[src/rtl/arb4_sched.sv]
// Four-requester round-robin scheduler for one shared single-user resource.
// Each ownership is capped at MAXHOLD cycles and followed by a GAP-cycle recovery window.
module arb4_sched #(
  parameter int unsigned MAXHOLD = 8,
  parameter int unsigned GAP     = 1
) (
  input  logic       Clock,
  input  logic       Reset,
  input  logic [3:0] Req,
  input  logic [3:0] Release,
  output logic [3:0] Gnt,
  output logic [1:0] GntId,
  output logic       Busy,
  output logic       Timeout
);

  localparam logic [1:0] IDLE  = 2'b00;
  localparam logic [1:0] HOLD  = 2'b01;
  localparam logic [1:0] CLEAR = 2'b10;

  localparam logic [7:0] MAXHOLD_C = 8'(MAXHOLD);
  localparam logic [3:0] GAP_C     = 4'(GAP);

  logic [1:0] state_reg, state_next;
  logic [7:0] hold_cnt_reg, hold_cnt_next;
  logic [3:0] gap_cnt_reg, gap_cnt_next;
  logic [1:0] ptr_reg, ptr_next;
  logic [3:0] gnt_reg, gnt_next;
  logic [1:0] gnt_id_reg, gnt_id_next;
  logic       busy_reg, busy_next;
  logic       timeout_reg, timeout_next;

  logic [1:0] cand_idx [4];
  logic [3:0] cand_hit;
  logic [1:0] pick_idx;
  logic       owner_rel;
  logic       hold_expired;
  logic       gap_done;

  // Candidate gi is the master gi+1 positions after the last owner.
  for (genvar gi = 0; gi < 4; gi++) begin : g_cand
    assign cand_idx[gi] = ptr_reg + 2'(gi + 1);
    assign cand_hit[gi] = Req[cand_idx[gi]];
  end

  always_comb begin
    pick_idx = cand_idx[3];
    for (int k = 2; k >= 0; k--) begin
      if (cand_hit[k]) pick_idx = cand_idx[k];
    end
  end

  assign owner_rel    = Release[gnt_id_reg] | ~Req[gnt_id_reg];
  assign hold_expired = (hold_cnt_reg == MAXHOLD_C);
  assign gap_done     = (gap_cnt_reg == GAP_C);

  always_ff @(posedge Clock or posedge Reset) begin
    if (Reset) begin
      state_reg    <= IDLE;
      hold_cnt_reg <= '0;
      gap_cnt_reg  <= '0;
      ptr_reg      <= 2'd3;
      gnt_reg      <= '0;
      gnt_id_reg   <= '0;
      busy_reg     <= 1'b0;
      timeout_reg  <= 1'b0;
    end else begin
      state_reg    <= state_next;
      hold_cnt_reg <= hold_cnt_next;
      gap_cnt_reg  <= gap_cnt_next;
      ptr_reg      <= ptr_next;
      gnt_reg      <= gnt_next;
      gnt_id_reg   <= gnt_id_next;
      busy_reg     <= busy_next;
      timeout_reg  <= timeout_next;
    end
  end

  // The unused code 2'b11 falls into the default arm and behaves as IDLE.
  always_comb begin
    state_next = IDLE;
    case (state_reg)
      HOLD:    state_next = (owner_rel || hold_expired) ? CLEAR : HOLD;
      CLEAR:   state_next = gap_done ? IDLE : CLEAR;
      default: state_next = (|Req) ? HOLD : IDLE;
    endcase
  end

  always_comb begin
    hold_cnt_next = hold_cnt_reg;
    gap_cnt_next  = gap_cnt_reg;
    ptr_next      = ptr_reg;
    gnt_next      = gnt_reg;
    gnt_id_next   = gnt_id_reg;
    busy_next     = busy_reg;
    timeout_next  = timeout_reg;
    case (state_reg)
      HOLD: begin
        // A release on the expiry edge wins, so no Timeout pulse in that case.
        if (owner_rel) begin
          gnt_next     = '0;
          gap_cnt_next = 4'd1;
        end else if (hold_expired) begin
          gnt_next     = '0;
          timeout_next = 1'b1;
          gap_cnt_next = 4'd1;
        end else begin
          hold_cnt_next = hold_cnt_reg + 8'd1;
        end
      end
      CLEAR: begin
        timeout_next = 1'b0;
        if (gap_done) begin
          busy_next = 1'b0;
        end else begin
          gap_cnt_next = gap_cnt_reg + 4'd1;
        end
      end
      default: begin
        if (|Req) begin
          gnt_next      = 4'b0001 << pick_idx;
          gnt_id_next   = pick_idx;
          ptr_next      = pick_idx;
          busy_next     = 1'b1;
          hold_cnt_next = 8'd1;
        end
      end
    endcase
  end

  assign Gnt     = gnt_reg;
  assign GntId   = gnt_id_reg;
  assign Busy    = busy_reg;
  assign Timeout = timeout_reg;

endmodule

[config.mk]
export PLATFORM = sky130hd
export DESIGN_NAME = arb4_sched
export DESIGN_NICKNAME = d
export VERILOG_FILES = /design/src/rtl/arb4_sched.sv
export SDC_FILE = /design/constraint.sdc
export NUM_CORES = 1
export LEC_CHECK = 0
export CORE_MARGIN = 8
export CORE_UTILIZATION = 30
export DETAILED_ROUTE_END_ITERATION = 7
export HOLD_SLACK_MARGIN = 0.02
export PLACE_DENSITY = 0.57
export SYNTH_ARGS = -nofsm -noshare
export SYNTH_HDL_FRONTEND = slang
export SYNTH_SLANG_ARGS = --single-unit
[constraint.sdc]
create_clock -name Clock -period 4.24 [get_ports Clock]
set_input_delay 0.848 -clock Clock [delete_from_list [all_inputs] [get_ports Clock]]
set_output_delay 0.848 -clock Clock [all_outputs]
set_load 0.03 [all_outputs]
; ---- Word level (Yosys, flattened, before mapping)
; Index checks and enable logic that the tools add are counted.
[op_classes]
n_addsub = 5
magnitude_cmp = 4
n_eq_ne = 10
shifts = 1
mux = 35
bitwise = 5
n_reduce_logical = 12
[op_table]
columns = operator, count
row1 = two-way mux 4 bit, 6
row2 = two-way mux 8 bit, 3
row3 = case mux 4 bit (2 select lines), 2
row4 = case mux 8 bit (2 select lines), 1
row5 = "less-than comparator 2 x 3 -> 1 bit, second input constant", 4
row6 = AND reduction 3 bit, 4
row7 = binary-select mux 1 bit (select 2 bit), 5
row8 = two-way mux 1 bit, 10
row9 = two-way mux 2 bit, 5
row10 = "!= test 2 bit, second input constant", 5
row11 = "adder 8 x 1 -> 8 bit, second input constant", 1
row12 = "equality test 8 x 4 -> 1 bit, second input constant", 1
row13 = nonzero test 2 bit, 3
row14 = "adder 2 bit, second input constant", 2
row15 = "adder 4 x 1 -> 4 bit, second input constant", 1
row16 = "equality test 4 x 1 -> 1 bit, second input constant", 1
row17 = NOT 1 bit, 4
row18 = case mux 1 bit (2 select lines), 2
row19 = case mux 2 bit (2 select lines), 1
row20 = AND reduction 4 bit, 1
row21 = OR reduction 4 bit, 1
row22 = "left shift 1 x 2 -> 4 bit, first input constant", 1
row23 = "!= test 3 bit, second input constant", 1
row24 = "adder 2 x 1 -> 2 bit, second input constant", 1
row25 = 6 further kinds, 6
[word_totals]
register_bits = 24
input_bits = 10

; ---- Depth between registers and ports, before layout
[logic_depth]
depth_word = 9
mapped_depth = 7
mapped_depth_nobuf = 6

; ---- Worst setup path after synthesis
; Ideal clock, no wire load.
[synth_timing]
path_kind = input to register
startpoint = input port Release[2]
endpoint = register gap_cnt_reg[1]
arrival_ns = 2.169
t_required_ns = 4.116
setup_slack_ns = 1.947
path_stages = 5
path_cell_list = nand2b_1 mux4_2 buf_6 o311a_1 a211o_1
[synth_between]
elab_chain_len = 5
[synth_rtl]
columns = element, line_no
row1 = "start, declared", 10  ; input logic [3:0] Release,
row2 = binary-select mux 1 bit (select 2 bit) *, 53  ; assign owner_rel = Release[gnt_id_reg] | ~Req[gnt_id_reg];
row3 = two-way mux 1 bit (implied by the code) *, 53
row4 = bitwise OR 1 bit *, 53
row5 = != test 3 bit (no line) or two-way mux 4 bit (tied branches), -
row6 = AND reduction 3 bit (no line) or case mux 4 bit (2 select lines) (tied branches), -
row7 = "end signal, assigned", 70  ; gap_cnt_reg <= gap_cnt_next;
row8 = "end, declared", 26  ; logic [3:0] gap_cnt_reg, gap_cnt_next;
; Mark *: on every way between the ends. The rest lies on a longest branch, timed or not. The select of a mux whose other input is x is not followed.
; A chain may end at the register's enable or synchronous reset.

; ---- Worst setup path in the final report
[layout_timing]
startpoint = input port Req[1]
endpoint = register gap_cnt_reg[2]
[layout_between]
elab_chain_len = 6
[layout_rtl]
columns = element, line_no
row1 = "start, declared", 9  ; input logic [3:0] Req,
row2 = binary-select mux 1 bit (select 2 bit) *, 53
row3 = two-way mux 1 bit (implied by the code) *, 53
row4 = NOT 1 bit *, 53
row5 = bitwise OR 1 bit *, 53
row6 = != test 3 bit (no line) or two-way mux 4 bit (tied branches), -
row7 = AND reduction 3 bit (no line) or case mux 4 bit (2 select lines) (tied branches), -
; Marked as above.

==> impl_results.md <==
- Final ANT Viol Nets: 0
- Overall die width: 89.1 um
- CTS Sinks: 24
- Worst-margin pin slew: 929 ps
- Fin. max-slew vios: 0
- Wire length per cell: 14.2 um
- Root Driver: clkbuf_8
- Initial Util: 31.2%
- PwrDens: 569 nW/um^2
- Max Clock Skew: 1.25 ps
- Final core utilization: 36.4%
- Setup TNS Final: 0 ps
- Gp weighted congestion: 0.744
- Max cap viols: 0
- Hpwl dp: 2680 um
- Hold Vio Cnt, Final: 0
- Total Wirelength: 3640 um
- Crit path launch type: input port
- TritonRoute pass-1 iters: 5
- Initial drt markers: 70
- Place WS: 1260 ps
- Worst setup path category: in -> reg
- Mapped Nets: 192
- Hold Crit Start: hold_cnt_reg[7]
- Max Clk Rate: 374 MHz
- Post-synth EDFFs: 0
- Top_reg_cell synth: dfrtp_1
- Syn_area_per_cell: 9.10 sq um
- Worst R2R Start: state_reg[1]
- H-tree depth: 1
- Crit-path cells: clkdlybuf4s50_1, nand2b_1, mux4_2, o311a_1, a221o_1
- # IOs: 18
- CP Max Fanout: 20
- Final min period: 2670 ps
- Vias in the first global route: 1317
- Clk Latency, worst-skew pair: 280 ps
- Finished layout cell area: 1870 sq um
- Crit path largest cell delay: 650 ps
- Die Footprint: 7930 sq um
- Hold WC Path Type: reg -> reg
- Layout cells sized above 1: 6.95%
- Setup-failing EPs final: 0
- Final #Nets: 204
- WP data required: 4410 ps
- Cells after synthesis: 176
- Critical Path Source: Req[1]
- Clock transition at path regs: 90 ps
- Vias after detailed routing: 1356
- Max-slew headroom: 38.0%
- First-pass GRT wire length: 6260 um
- Initial antenna violation count: 0
- Final WS setup: 1570 ps
- Post-CTS Hold Buffers: 0
- CTS tree: built
- Die H: 89.1 um
- Yosys Warn Count: 0
- Post-synth ARST share: 100%
- CTS resizes: 0
- Cell leakage power: 0.000753 uW
- Synthesized flop and latch total: 24
- Worst path slowest cell: mux4_2
- Synthesized area: 1600 sq um
- TritonCTS Buffers: 3
- Status: finished clean
- Pin count of the biggest net entering global routing: 25
- RSZ-0062 raised after global routing: no
- DRC violations left: 0
- CTS max path bufs: 2
- Vias per inst: 5.28
- Element type at the critical path end: register
- Final period util: 63.0%
- Max FFs per register: 8
- Arrival @ worst endpoint: 2840 ps
- Post-CTS Setup Repair Bufs: 0
- GR Overflow Total: 0
- Row cnt: 26
- Area grow syn2layout: 16.7%
- Maximum VDD drop: 0.271 mV
- Total track usage: 10.0%
- Antenna diodes: 0
- Post-placement cell area: 1810 sq um
- Port Buffer Count: 17
- Sequential area share after synthesis: 37.7%
- Total core area: 5140 sq um
- Post-synth cell types: 50
-- power breakdown --
| part | total, uW | switching (uW) | internal [uW] | leakage [uW] |
|---|---|---|---|---|
| registers | 359 | 58.9 | 300 | 0.000300 |
| logic | 538 | 328 | 210 | 0.000425 |
| clock network | 167 | 83.6 | 83.3 | 0.0000288 |
-- through the flow --
step	cells	hold slack, ps	total power, uW
6_report	257	495	1060
5_1_grt	257	507	1140
4_1_cts	257	497	1070
3_5_place_dp	253	476	906
3_3_place_gp	253	481	904
2_1_floorplan	176	453	745
-- cell families (layout without fill, tap and decap cells) --
| logic type | after synthesis | in the layout | synth area share [%] |
|---|---|---|---|
| multiplexers | 6 | 6 | 5.39 |
| flip-flops | 24 | 24 | 37.7 |
| AO/OA/AOI/OAI | 45 | 45 | 20.9 |
| AND/OR/NAND/NOR | 75 | 75 | 26.2 |
| buffers and inverters | 20 | 31 | 5.16 |
| adder cells (fa/ha/maj) | 6 | 6 | 4.69 |
-- critical path: cells and delay by family --
family                 cells  cell delay [ps]
buffers and inverters      1              590
and+or+nand+nor            1               80
AOI/OAI and AO/OA          2              660
muxes                      1              650
-- synth_stat cells, types with 2 or more instances --
library cell | instances | area [sq um]
nor2b_1 | 9 | 56.3
a21oi_1 | 8 | 40.0
nand2_1 | 13 | 48.8
a21o_1 | 3 | 22.5
o21ai_0 | 4 | 20.0
mux2i_1 | 3 | 30.0
inv_1 | 10 | 37.5
mux4_2 | 2 | 45.0
nand2b_1 | 8 | 50.1
a311oi_1 | 2 | 17.5
o2bb2ai_1 | 2 | 17.5
nor3_1 | 6 | 30.0
nor3b_1 | 4 | 30.0
nand3_1 | 8 | 40.0
or3_1 | 4 | 25.0
nor2_1 | 9 | 33.8
o311a_1 | 2 | 20.0
o211ai_1 | 6 | 45.0
nand4_1 | 3 | 18.8
or4_1 | 2 | 15.0
dfstp_2 | 2 | 52.6
dfrtp_1 | 22 | 551
o31ai_1 | 5 | 37.5
clkbuf_1 | 8 | 30.0
ha_1 | 6 | 75.1
-- placed cells by master (no fill, tap or decap), types with 2 or more instances in the layout --
master	count
a21o_1	3
a21oi_1	8
a311oi_1	2
clkbuf_8	4
clkdlybuf4s50_1	17
dfrtp_1	22
dfstp_2	2
ha_1	6
inv_1	10
mux2i_1	3
mux4_2	2
nand2_1	13
nand2b_1	8
nand3_1	8
nand4_1	3
nor2_1	9
nor2b_1	9
nor3_1	6
nor3b_1	4
o211ai_1	6
o21ai_0	4
o2bb2ai_1	2
o311a_1	2
o31ai_1	5
or3_1	4
or4_1	2
-- worst paths after layout --
| kind | end | slack [ps] | cells past startpoint |
|---|---|---|---|
| setup / recovery | gap_cnt_reg[2] | 1570 | 5 |
| hold / removal | hold_cnt_reg[7] | 490 | 1 |
| setup reg to reg | Gnt[2] | 2160 | 6 |
| hold reg to reg | hold_cnt_reg[7] | 490 | 1 |
| max in group asynchronous | gap_cnt_reg[0] | 2610 | 2 |
| min in group asynchronous | hold_cnt_reg[3] | 1070 | 2 |
-- metal layers --
layer,global-route usage [%],wire length (um),share of wire (%),vias up
met5,0,0,0,-
met4,3.93,53,1.5,0
met3,2.48,174,4.8,5
met2,15.3,1630,45,24
met1,13.3,1780,49,652
li1,-,-,-,675
-- area by class of cell --
type / count / area [sq um]
timing repair buffer: 17 / 170
tap: 70 / 87.6
clock buffer: 4 / 55.1
fill: 548 / 3270
sequential: 24 / 603
inverter: 10 / 37.5
multi-input combinational: 132 / 916
Power figures use the tool's default switching activity.
